--- config.mk ---
export PLATFORM = sky130hd
export DESIGN_NAME = uart_tx_fifo_feeder
export DESIGN_NICKNAME = d
export VERILOG_FILES = /design/src/rtl/uart_tx_fifo_feeder.sv
export SDC_FILE = /design/constraint.sdc
export NUM_CORES = 1
export LEC_CHECK = 0
export ABC_AREA = 1
export CORE_MARGIN = 4
export CORE_UTILIZATION = 51
export CTS_BUF_LIST = sky130_fd_sc_hd__clkbuf_8
export DETAILED_ROUTE_END_ITERATION = 7
export PLACE_DENSITY_LB_ADDON = 0.08
export SLEW_MARGIN = 20
export SYNTH_ARGS = -nofsm -noshare
export SYNTH_HDL_FRONTEND = slang
export SYNTH_SLANG_ARGS = --single-unit
--- constraint.sdc ---
create_clock -name i_clk -period 2.6 [get_ports i_clk]
set_clock_uncertainty 0.2 [all_clocks]
set_input_delay 0.26 -clock i_clk [delete_from_list [all_inputs] [get_ports i_clk]]
set_output_delay 0.26 -clock i_clk [all_outputs]
set_load 0.01 [all_outputs]
--- src/rtl/uart_tx_fifo_feeder.sv ---
// ---------------------------------------------------------------------------
// uart_tx_fifo_feeder
// Buffers transmit words coming from the USB bulk-OUT path and hands them to
// the UART transmitter one at a time. TX_BUSY (transmitter busy OR CTS high)
// throttles dispatch. After each send pulse the block gives the UART up to
// BUSY_WAIT cycles to raise TX_BUSY before it assumes the word was taken.
//
// Ports
//   i_clk           system clock
//   i_rst           synchronous active-high reset, highest priority
//   i_wr_data       word to enqueue
//   i_wr_en         enqueue strobe
//   i_flush         synchronous FIFO clear (does not disturb an in-flight send)
//   o_full          FIFO holds 2**DEPTH_LOG2 words
//   o_empty         FIFO holds no words
//   o_level         current word count
//   o_overflow      one-cycle pulse after a write was dropped on a full FIFO
//   o_tx_data       word presented to the UART, held until the next pop
//   o_tx_data_val   one-cycle send pulse
//   i_tx_busy       UART busy / CTS deasserted
// ---------------------------------------------------------------------------
module uart_tx_fifo_feeder #(
    parameter int DEPTH_LOG2 = 6,
    parameter int DATA_W     = 16,
    parameter int BUSY_WAIT  = 4
) (
    input  logic                  i_clk,
    input  logic                  i_rst,
    input  logic [DATA_W-1:0]     i_wr_data,
    input  logic                  i_wr_en,
    input  logic                  i_flush,
    output logic                  o_full,
    output logic                  o_empty,
    output logic [DEPTH_LOG2:0]   o_level,
    output logic                  o_overflow,
    output logic [DATA_W-1:0]     o_tx_data,
    output logic                  o_tx_data_val,
    input  logic                  i_tx_busy
);

    localparam int DEPTH = 1 << DEPTH_LOG2;
    localparam logic [DEPTH_LOG2:0]   FULL_LEVEL = (DEPTH_LOG2 + 1)'(DEPTH);
    localparam logic [DEPTH_LOG2:0]   LVL_ONE    = (DEPTH_LOG2 + 1)'(1);
    localparam logic [DEPTH_LOG2-1:0] PTR_ONE    = DEPTH_LOG2'(1);
    localparam logic [3:0]            CNT_LAST   = 4'(BUSY_WAIT - 1);
    localparam logic [3:0]            CNT_ONE    = 4'd1;

    typedef enum logic [1:0] {
        ST_IDLE      = 2'd0,
        ST_WAIT_BUSY = 2'd1,
        ST_WAIT_DONE = 2'd2
    } state_t;

    logic [DATA_W-1:0]     r_mem [DEPTH];
    logic [DEPTH_LOG2-1:0] r_wr_ptr;
    logic [DEPTH_LOG2-1:0] r_rd_ptr;
    logic [DEPTH_LOG2:0]   r_level;
    logic                  r_overflow;
    logic [DATA_W-1:0]     r_tx_data;
    logic                  r_tx_data_val;
    logic [3:0]            r_busy_cnt;
    state_t                r_state;

    logic w_full;
    logic w_empty;
    logic w_push;
    logic w_pop;

    assign w_full  = (r_level == FULL_LEVEL);
    assign w_empty = (r_level == '0);

    // A write is accepted only when there is room before this edge; a pop in
    // the same cycle does not make room for it. FLUSH discards both.
    assign w_push = i_wr_en & ~w_full & ~i_flush;
    assign w_pop  = (r_state == ST_IDLE) & ~w_empty & ~i_tx_busy & ~i_flush;

    assign o_full        = w_full;
    assign o_empty       = w_empty;
    assign o_level       = r_level;
    assign o_overflow    = r_overflow;
    assign o_tx_data     = r_tx_data;
    assign o_tx_data_val = r_tx_data_val;

    // Storage array; no reset needed since reads are qualified by r_level.
    always_ff @(posedge i_clk) begin
        if (w_push) begin
            r_mem[r_wr_ptr] <= i_wr_data;
        end
    end

    // Pointer, level and overflow bookkeeping.
    always_ff @(posedge i_clk) begin
        if (i_rst) begin
            r_wr_ptr   <= '0;
            r_rd_ptr   <= '0;
            r_level    <= '0;
            r_overflow <= 1'b0;
        end else if (i_flush) begin
            // Writes during a flush are discarded silently.
            r_wr_ptr   <= '0;
            r_rd_ptr   <= '0;
            r_level    <= '0;
            r_overflow <= 1'b0;
        end else begin
            r_overflow <= i_wr_en & w_full;
            if (w_push) begin
                r_wr_ptr <= r_wr_ptr + PTR_ONE;
            end
            if (w_pop) begin
                r_rd_ptr <= r_rd_ptr + PTR_ONE;
            end
            case ({w_push, w_pop})
                2'b10:   r_level <= r_level + LVL_ONE;
                2'b01:   r_level <= r_level - LVL_ONE;
                default: r_level <= r_level;
            endcase
        end
    end

    // Dispatch FSM: pop and pulse, wait for busy (or time out), wait for idle.
    always_ff @(posedge i_clk) begin
        if (i_rst) begin
            r_state       <= ST_IDLE;
            r_tx_data     <= '0;
            r_tx_data_val <= 1'b0;
            r_busy_cnt    <= 4'd0;
        end else begin
            case (r_state)
                ST_IDLE: begin
                    if (w_pop) begin
                        r_tx_data     <= r_mem[r_rd_ptr];
                        r_tx_data_val <= 1'b1;
                        r_busy_cnt    <= 4'd0;
                        r_state       <= ST_WAIT_BUSY;
                    end else begin
                        r_tx_data_val <= 1'b0;
                    end
                end
                ST_WAIT_BUSY: begin
                    r_tx_data_val <= 1'b0;
                    if (i_tx_busy) begin
                        r_state <= ST_WAIT_DONE;
                    end else if (r_busy_cnt == CNT_LAST) begin
                        // UART never reported busy; the word counts as taken.
                        r_state <= ST_IDLE;
                    end else begin
                        r_busy_cnt <= r_busy_cnt + CNT_ONE;
                    end
                end
                ST_WAIT_DONE: begin
                    r_tx_data_val <= 1'b0;
                    if (!i_tx_busy) begin
                        r_state <= ST_IDLE;
                    end else begin
                        r_state <= ST_WAIT_DONE;
                    end
                end
                default: begin
                    r_tx_data_val <= 1'b0;
                    r_state       <= ST_IDLE;
                end
            endcase
        end
    end

endmodule

=== Word-level counts from Yosys, hierarchy flattened ===
Memory sizes are Yosys's and may differ from the RTL's. A register that Yosys moved wholly into a read port is not among the register bits.
Index checks and enable logic that the tools add are counted.

* Flip-flop bits (word level): 27
* Bits in latches: 0
* RAM bits: 1024
* Bits in read-only memories: 0
* Logic and storage cells: 56
* Memories: 1

* Add/subtract/negate cells: 5
* Multipliers: 0
* Divide/modulo/power cells: 0
* $lt $le $gt $ge: 0
* Equal/unequal tests: 10
* Shifts and indexed selects: 0
* Muxes and demuxes: 13
* Bitwise logic cells: 11
* Reduce and logical (&&, ||, !) cells: 9

{| class="wikitable"
|+ Memories
! name !! words !! bits a word !! read ports !! clocked after memory_dff !! wr ports !! line !! text
|-
| r_mem || 64 || 16 || 1 || 1 || 1 || 54 || <nowiki>logic [DATA_W-1:0] r_mem [DEPTH];</nowiki>
|}

{| class="wikitable"
|+ Operator list
! cell !! number
|-
| $pmux W7 S2 || 1
|-
| $add A6 B1 Y6 const B || 2
|-
| $mux W4 || 3
|-
| $mux W2 || 4
|-
| $pmux W4 S2 || 1
|-
| $add A7 B1 Y7 const B || 1
|-
| $eq A7 B7 Y1 const B || 1
|-
| $logic_not A7 Y1 || 1
|-
| $sub A7 B1 Y7 const B || 1
|-
| $and A1 B1 Y1 || 6
|-
| $ne A2 B2 Y1 const B || 3
|-
| $pmux W2 S3 || 1
|-
| $not A1 Y1 || 5
|-
| $add A4 B1 Y4 const B || 1
|-
| $eq A2 B1 Y1 const B || 2
|-
| $eq A2 B2 Y1 const B || 2
|-
| $eq A4 B2 Y1 const B || 1
|-
| $reduce_and A2 Y1 || 2
|-
| $reduce_and A4 Y1 || 1
|-
| $reduce_bool A2 Y1 || 2
|-
| $reduce_or A2 Y1 || 2
|-
| $mux W1 || 3
|-
| $ne A3 B3 Y1 const B || 1
|-
| $logic_not A2 Y1 || 1
|}

=== Longest topological paths before layout ===
Gate-level depths: netlist (run 1).

* Depth after elaboration: 7
* Gate-level depth with buffers: 17

=== Least setup slack after synthesis (run 1) ===
No wires, ideal clock.

* Path type: register to register
* Start point: register r_level[0] (netlist: o_level[0])
* End point: memory r_mem[7][0] (enable)
* Setup time: 409 ps
* Arrival time: 2417 ps
* Slack: -426 ps
* Cell stages (with the launch flop): 11
* Buffers on the path: 0
* Period minus slack after synthesis: 3026 ps
* Path through: dfxtp_1 nor2_1 nand3_1 nor3_2 nor2_1 nand2_2 inv_2 nand2_2 inv_2 nand2_1 nor3_1

* Longest elaborated chain between the ends: 6

{| class="wikitable"
|+ Ends and longest elaborated chain
! what !! line !! text
|-
| start, declared || 57 || <nowiki>logic [DEPTH_LOG2:0] r_level;</nowiki>
|-
| start signal, assigned || 113 || <nowiki>2'b10: r_level <= r_level + LVL_ONE;</nowiki>
|-
| start signal, assigned || 114 || <nowiki>2'b01: r_level <= r_level - LVL_ONE;</nowiki>
|-
| start signal, assigned || 115 || <nowiki>default: r_level <= r_level;</nowiki>
|-
| $eq A7 B7 Y1 || 69 || <nowiki>assign w_full = (r_level == FULL_LEVEL);</nowiki>
|-
| via o_full || 32 || <nowiki>output logic o_full,</nowiki>
|-
| $not A1 Y1 || 74 || <nowiki>assign w_push = i_wr_en & ~w_full & ~i_flush;</nowiki>
|-
| $and A1 B1 Y1 (2 in series) || 74 ||
|-
| $mux W1 || 86 || <nowiki>if (w_push) begin</nowiki>
|-
| $mux W1 (not written as such) || 87 || <nowiki>r_mem[r_wr_ptr] <= i_wr_data;</nowiki>
|-
| end, declared || 54 ||
|}

The timed path passes the listed nets, and every way through them passes these cells.

==> results of run 1 <==
registers in the layout, summed over array words and instances, names as in the netlist, 2 cells and up:
signal,flops
r_busy_cnt,4
r_state,2
r_wr_ptr,6
o_tx_data,16
r_rd_ptr,6
o_level,7
r_mem,1024
metal layers:
layer | vias to the layer above | routed length [um] | global-route usage
met5 | - | 0 | 0
li1 | 14500 | - | -
met1 | 15000 | 53500 | 0.382
met4 | 0 | 3000 | 0.0788
met3 | 179 | 9760 | 0.0472
met2 | 1173 | 56700 | 0.408
what timing repair did:
item,in CTS,in global routing
resized for setup,3,15
setup buffers,1,0
pin swaps,1,2
hold endpoints to repair,991,0
endpoints found under the setup margin,2,40
hold buffers,20,0
kinds of logic after synthesis:
logic type / count (synthesis) / share of synthesized area
fa+ha+maj: 14 / 0.00408
buf+inv: 537 / 0.0540
simple gates: 2330 / 0.213
xor+xnor: 5 / 0.000979
compound gates: 195 / 0.0219
flops: 1067 / 0.706
layout make-up:
class | instances | area [um2]
clock buffers | 179 | 2460
flip-flops and latches | 1067 | 31600
repair buffers | 322 | 3780
fillers | 7180 | 35000
clock inverters | 136 | 583
inverters | 314 | 1200
well taps | 1155 | 1450
diodes | 1 | 2.50
multi-input cells | 2544 | 10800
worst reg2reg max path, delay by kind of cell, from the launching register on:
family,cells,cell delay (ps)
and+or+nand+nor,9,1200
buffers and inverters,4,610
DFF,1,400
Yosys cell counts:
| cell type | number |
|---|---|
| sky130_fd_sc_hd__edfxtp_1 | 1024 |
| sky130_fd_sc_hd__and3_1 | 1 |
| sky130_fd_sc_hd__a21oi_1 | 87 |
| sky130_fd_sc_hd__nor3_1 | 4 |
| sky130_fd_sc_hd__nand3_1 | 564 |
| sky130_fd_sc_hd__a31oi_1 | 1 |
| sky130_fd_sc_hd__xor2_1 | 4 |
| sky130_fd_sc_hd__nand2_1 | 1310 |
| sky130_fd_sc_hd__buf_2 | 97 |
| sky130_fd_sc_hd__nand2_2 | 3 |
| sky130_fd_sc_hd__nand3b_1 | 1 |
| sky130_fd_sc_hd__a211oi_1 | 1 |
| sky130_fd_sc_hd__nor2_1 | 433 |
| sky130_fd_sc_hd__o21ai_0 | 93 |
| sky130_fd_sc_hd__xnor2_1 | 1 |
| sky130_fd_sc_hd__clkinv_1 | 1 |
| sky130_fd_sc_hd__nor4_1 | 1 |
| sky130_fd_sc_hd__dfxtp_1 | 43 |
| sky130_fd_sc_hd__o21ai_1 | 12 |
| sky130_fd_sc_hd__buf_1 | 13 |
| sky130_fd_sc_hd__inv_2 | 5 |
| sky130_fd_sc_hd__nand4_1 | 9 |
| sky130_fd_sc_hd__buf_4 | 8 |
| sky130_fd_sc_hd__ha_1 | 13 |
| sky130_fd_sc_hd__fa_1 | 1 |
| sky130_fd_sc_hd__clkbuf_1 | 72 |
| sky130_fd_sc_hd__o211ai_1 | 1 |
| sky130_fd_sc_hd__inv_1 | 307 |
| sky130_fd_sc_hd__buf_6 | 33 |
| sky130_fd_sc_hd__or2_1 | 1 |
| sky130_fd_sc_hd__inv_4 | 1 |
| sky130_fd_sc_hd__or2_2 | 1 |
| sky130_fd_sc_hd__nor3_2 | 2 |
where the power goes:
| group | switching, mW | total [mW] | leakage, nW | internal (mW) |
|---|---|---|---|---|
| Sequential | 0.0585 | 18.9 | 9.56 | 18.9 |
| Clock | 6.53 | 12.9 | 1.82 | 6.38 |
| Combinational | 1.39 | 2.04 | 8.89 | 0.649 |
| Total | 7.98 | 33.9 | 20.3 | 25.9 |
metrics by stage:
step / std cells / total power [mW] / setup WS (ps) / hold slack [ps]
finish: 5718 / 33.9 / 110 / 144
global route: 5718 / 35.2 / -36.9 / 126
CTS: 5717 / 34.1 / 15.4 / 57.2
detailed placement: 5381 / 21.3 / -37.7 / 281
global placement: 5381 / 21.3 / -74.8 / 273
floorplan: 4148 / 20.3 / -7.87 / 159
worst max-delay path by stage:
stage / startpoint / endpoint / slack, ps / cells past startpoint
global placement: i_tx_busy / o_level[6] / -70 / 15
CTS: o_level[0] / o_level[5] / 20 / 17
finish: r_rd_ptr[0] / o_tx_data[7] / 110 / 13
detailed placement: i_tx_busy / o_level[5] / -40 / 16
floorplan: o_level[0] / o_level[5] / -8 / 17
global route: o_level[0] / o_level[6] / -40 / 17
==> parameters.txt, run 1 <==
Parameter                              Value

Critical path
  Worst reg2reg startpoint ... r_rd_ptr[0]
  Crit path buffers/inverters ... 4
  Largest stage delay on the critical path ... 400 ps
  Internal reg-to-reg setup slack ... 110 ps
  Family of cells with the greatest summed delay on the critical path ... simple AND/OR/NAND/NOR gates
  Critical Path RT ... 3130 ps
  Worst reg-to-reg path cell count ... 13
  Critical Path Sink Type ... flop
  Data arrival time of the critical path ... 3020 ps
  Capture instance of the worst register-to-register path ... o_tx_data[7]
  Max Fanout on Critical Path ... 73
  Worst-path cell chain ... buf_12, buf_12, nand2_1, nand3_1, nand3_1, nand2_1, nor2_1, buf_4, nand2_1, nand3_1, nand3_1, nand2_1, inv_1
  Worst Setup Start Kind ... flop
  Critical Setup Path Class ... flop to flop
  Slowest cell on the critical path ... sky130_fd_sc_hd__dfxtp_4

STA
  Transition time at the pin with the least slew margin ... 763 ps
  Unrepaired setup endpoints after global routing ... true
  Maximum achievable frequency ... 0.402 GHz
  Time the worst path needs with I/O delays and setup ... 2490 ps
  Sum of negative setup slack ... 0 ps
  Worst slew margin relative to its limit ... 0.492
  Final-report max-slew violation count ... 0
  Total count of hold-check failures in the final report ... 0
  Fraction of the cycle the final worst path needs ... 0.958
  Final setup vio count ... 0

Die
  I/O pin total ... 48
  Height of the chip ... 304 um
  Initial core utilization ... 0.515
  Area of the die ... 0.0925 mm2
  Total number of placement rows ... 108
  Die width ... 304 um
  Core Footprint ... 0.0869 mm2

Power
  Worst IR drop on VDD ... 0.404 mV
  Leakage ... 20.3 nW
  P per Cell Area ... 653 mW/mm2

Place
  Half-perimeter wire length after placement ... 74300 um
  Routability-driven placement congestion ratio ... 0.881
  Number of port buffers ... 47
  Cell Area, Placed ... 0.0486 mm2

Cells and area
  Final standard cell utilization of the core ... 0.597
  Nets ... 4459
  Most common library cell in the layout ignoring fill and taps ... sky130_fd_sc_hd__nand2_1
  Area of all placed cells without fillers ... 0.0519 mm2
  Share of cells above drive strength 1 ... 0.111
  Area Growth Syn to Fin ... 16.0%
  Commonest cells after routing, fill and taps aside ... 1309 x sky130_fd_sc_hd__nand2_1, 1024 x sky130_fd_sc_hd__edfxtp_1, 562 x sky130_fd_sc_hd__nand3_1

Detailed routing
  Overall routed net length ... 123000 um
  Iteration-0 DRC count of the detailed router ... 3377
  Per-cell routed wire length ... 21.5 um
  Number of detailed-route iterations in the first pass ... 5
  Number of DRC violations after detailed routing ... 0
  Post-DRT Antenna Nets ... 0
  Count of vias placed by the detailed router ... 30800
  Average vias per placed instance ... 5.38

Hold path
  Number of cells traversed by the worst hold path ... 2
  Type of the worst min-delay path ... primary input to flop
  Endpoint, Worst Hold ... r_mem[62][10]
  Min-delay src ... i_wr_data[10]

Logic synthesis
  Mean area per synthesized cell ... 10.8 um2
  Post-synth top area share ... 0.687
  Cell types with the largest area share after synthesis ... sky130_fd_sc_hd__edfxtp_1 69%, sky130_fd_sc_hd__nand2_1 11%, sky130_fd_sc_hd__nand3_1 6.3%
  Cell count after synthesis ... 4148
  Synth unique cells ... 33
  Synth Net Count ... 4183
  Seq/Total Area, Yosys ... 0.706
  Number of warning messages in the yosys log ... 0
  Synth Cell Area ... 0.0447 mm2
  Cell taking the most area after synthesis ... sky130_fd_sc_hd__edfxtp_1
  Synth Register Bits ... 1067

Global route
  Global router's overall resource usage ... 0.262
  Gr ovfl total ... 0
  Via count of the first global-routing pass ... 29100
  Initial antenna violation count ... 2
  Wire length of the first global-routing pass ... 183000 um
  Pin count of the biggest net entering global routing ... 74

Clocking
  CTS root buffer ... sky130_fd_sc_hd__clkbuf_8
  CTS Buf Count ... 175
  Worst-path clk slew ... 60 ps
  CTS tree ... done
  Number of sinks driven by the clock tree ... 1067
  H-tree depth ... 4
  Clock latency at the later pin of the worst-skew pair ... 840 ps
  Maximum buffer depth of the clock tree ... 3

Run
  Max capacitance violation total ... 0

Outcome
  Status ... complete, no violations
(Power assumes the default switching activity.)
==> run 2: changes to the inputs <==
- GPL_ROUTABILITY_DRIVEN: not set -> 1
==> results of run 2 <==
Final layout, timing and power as in run 1 (identical DEF).
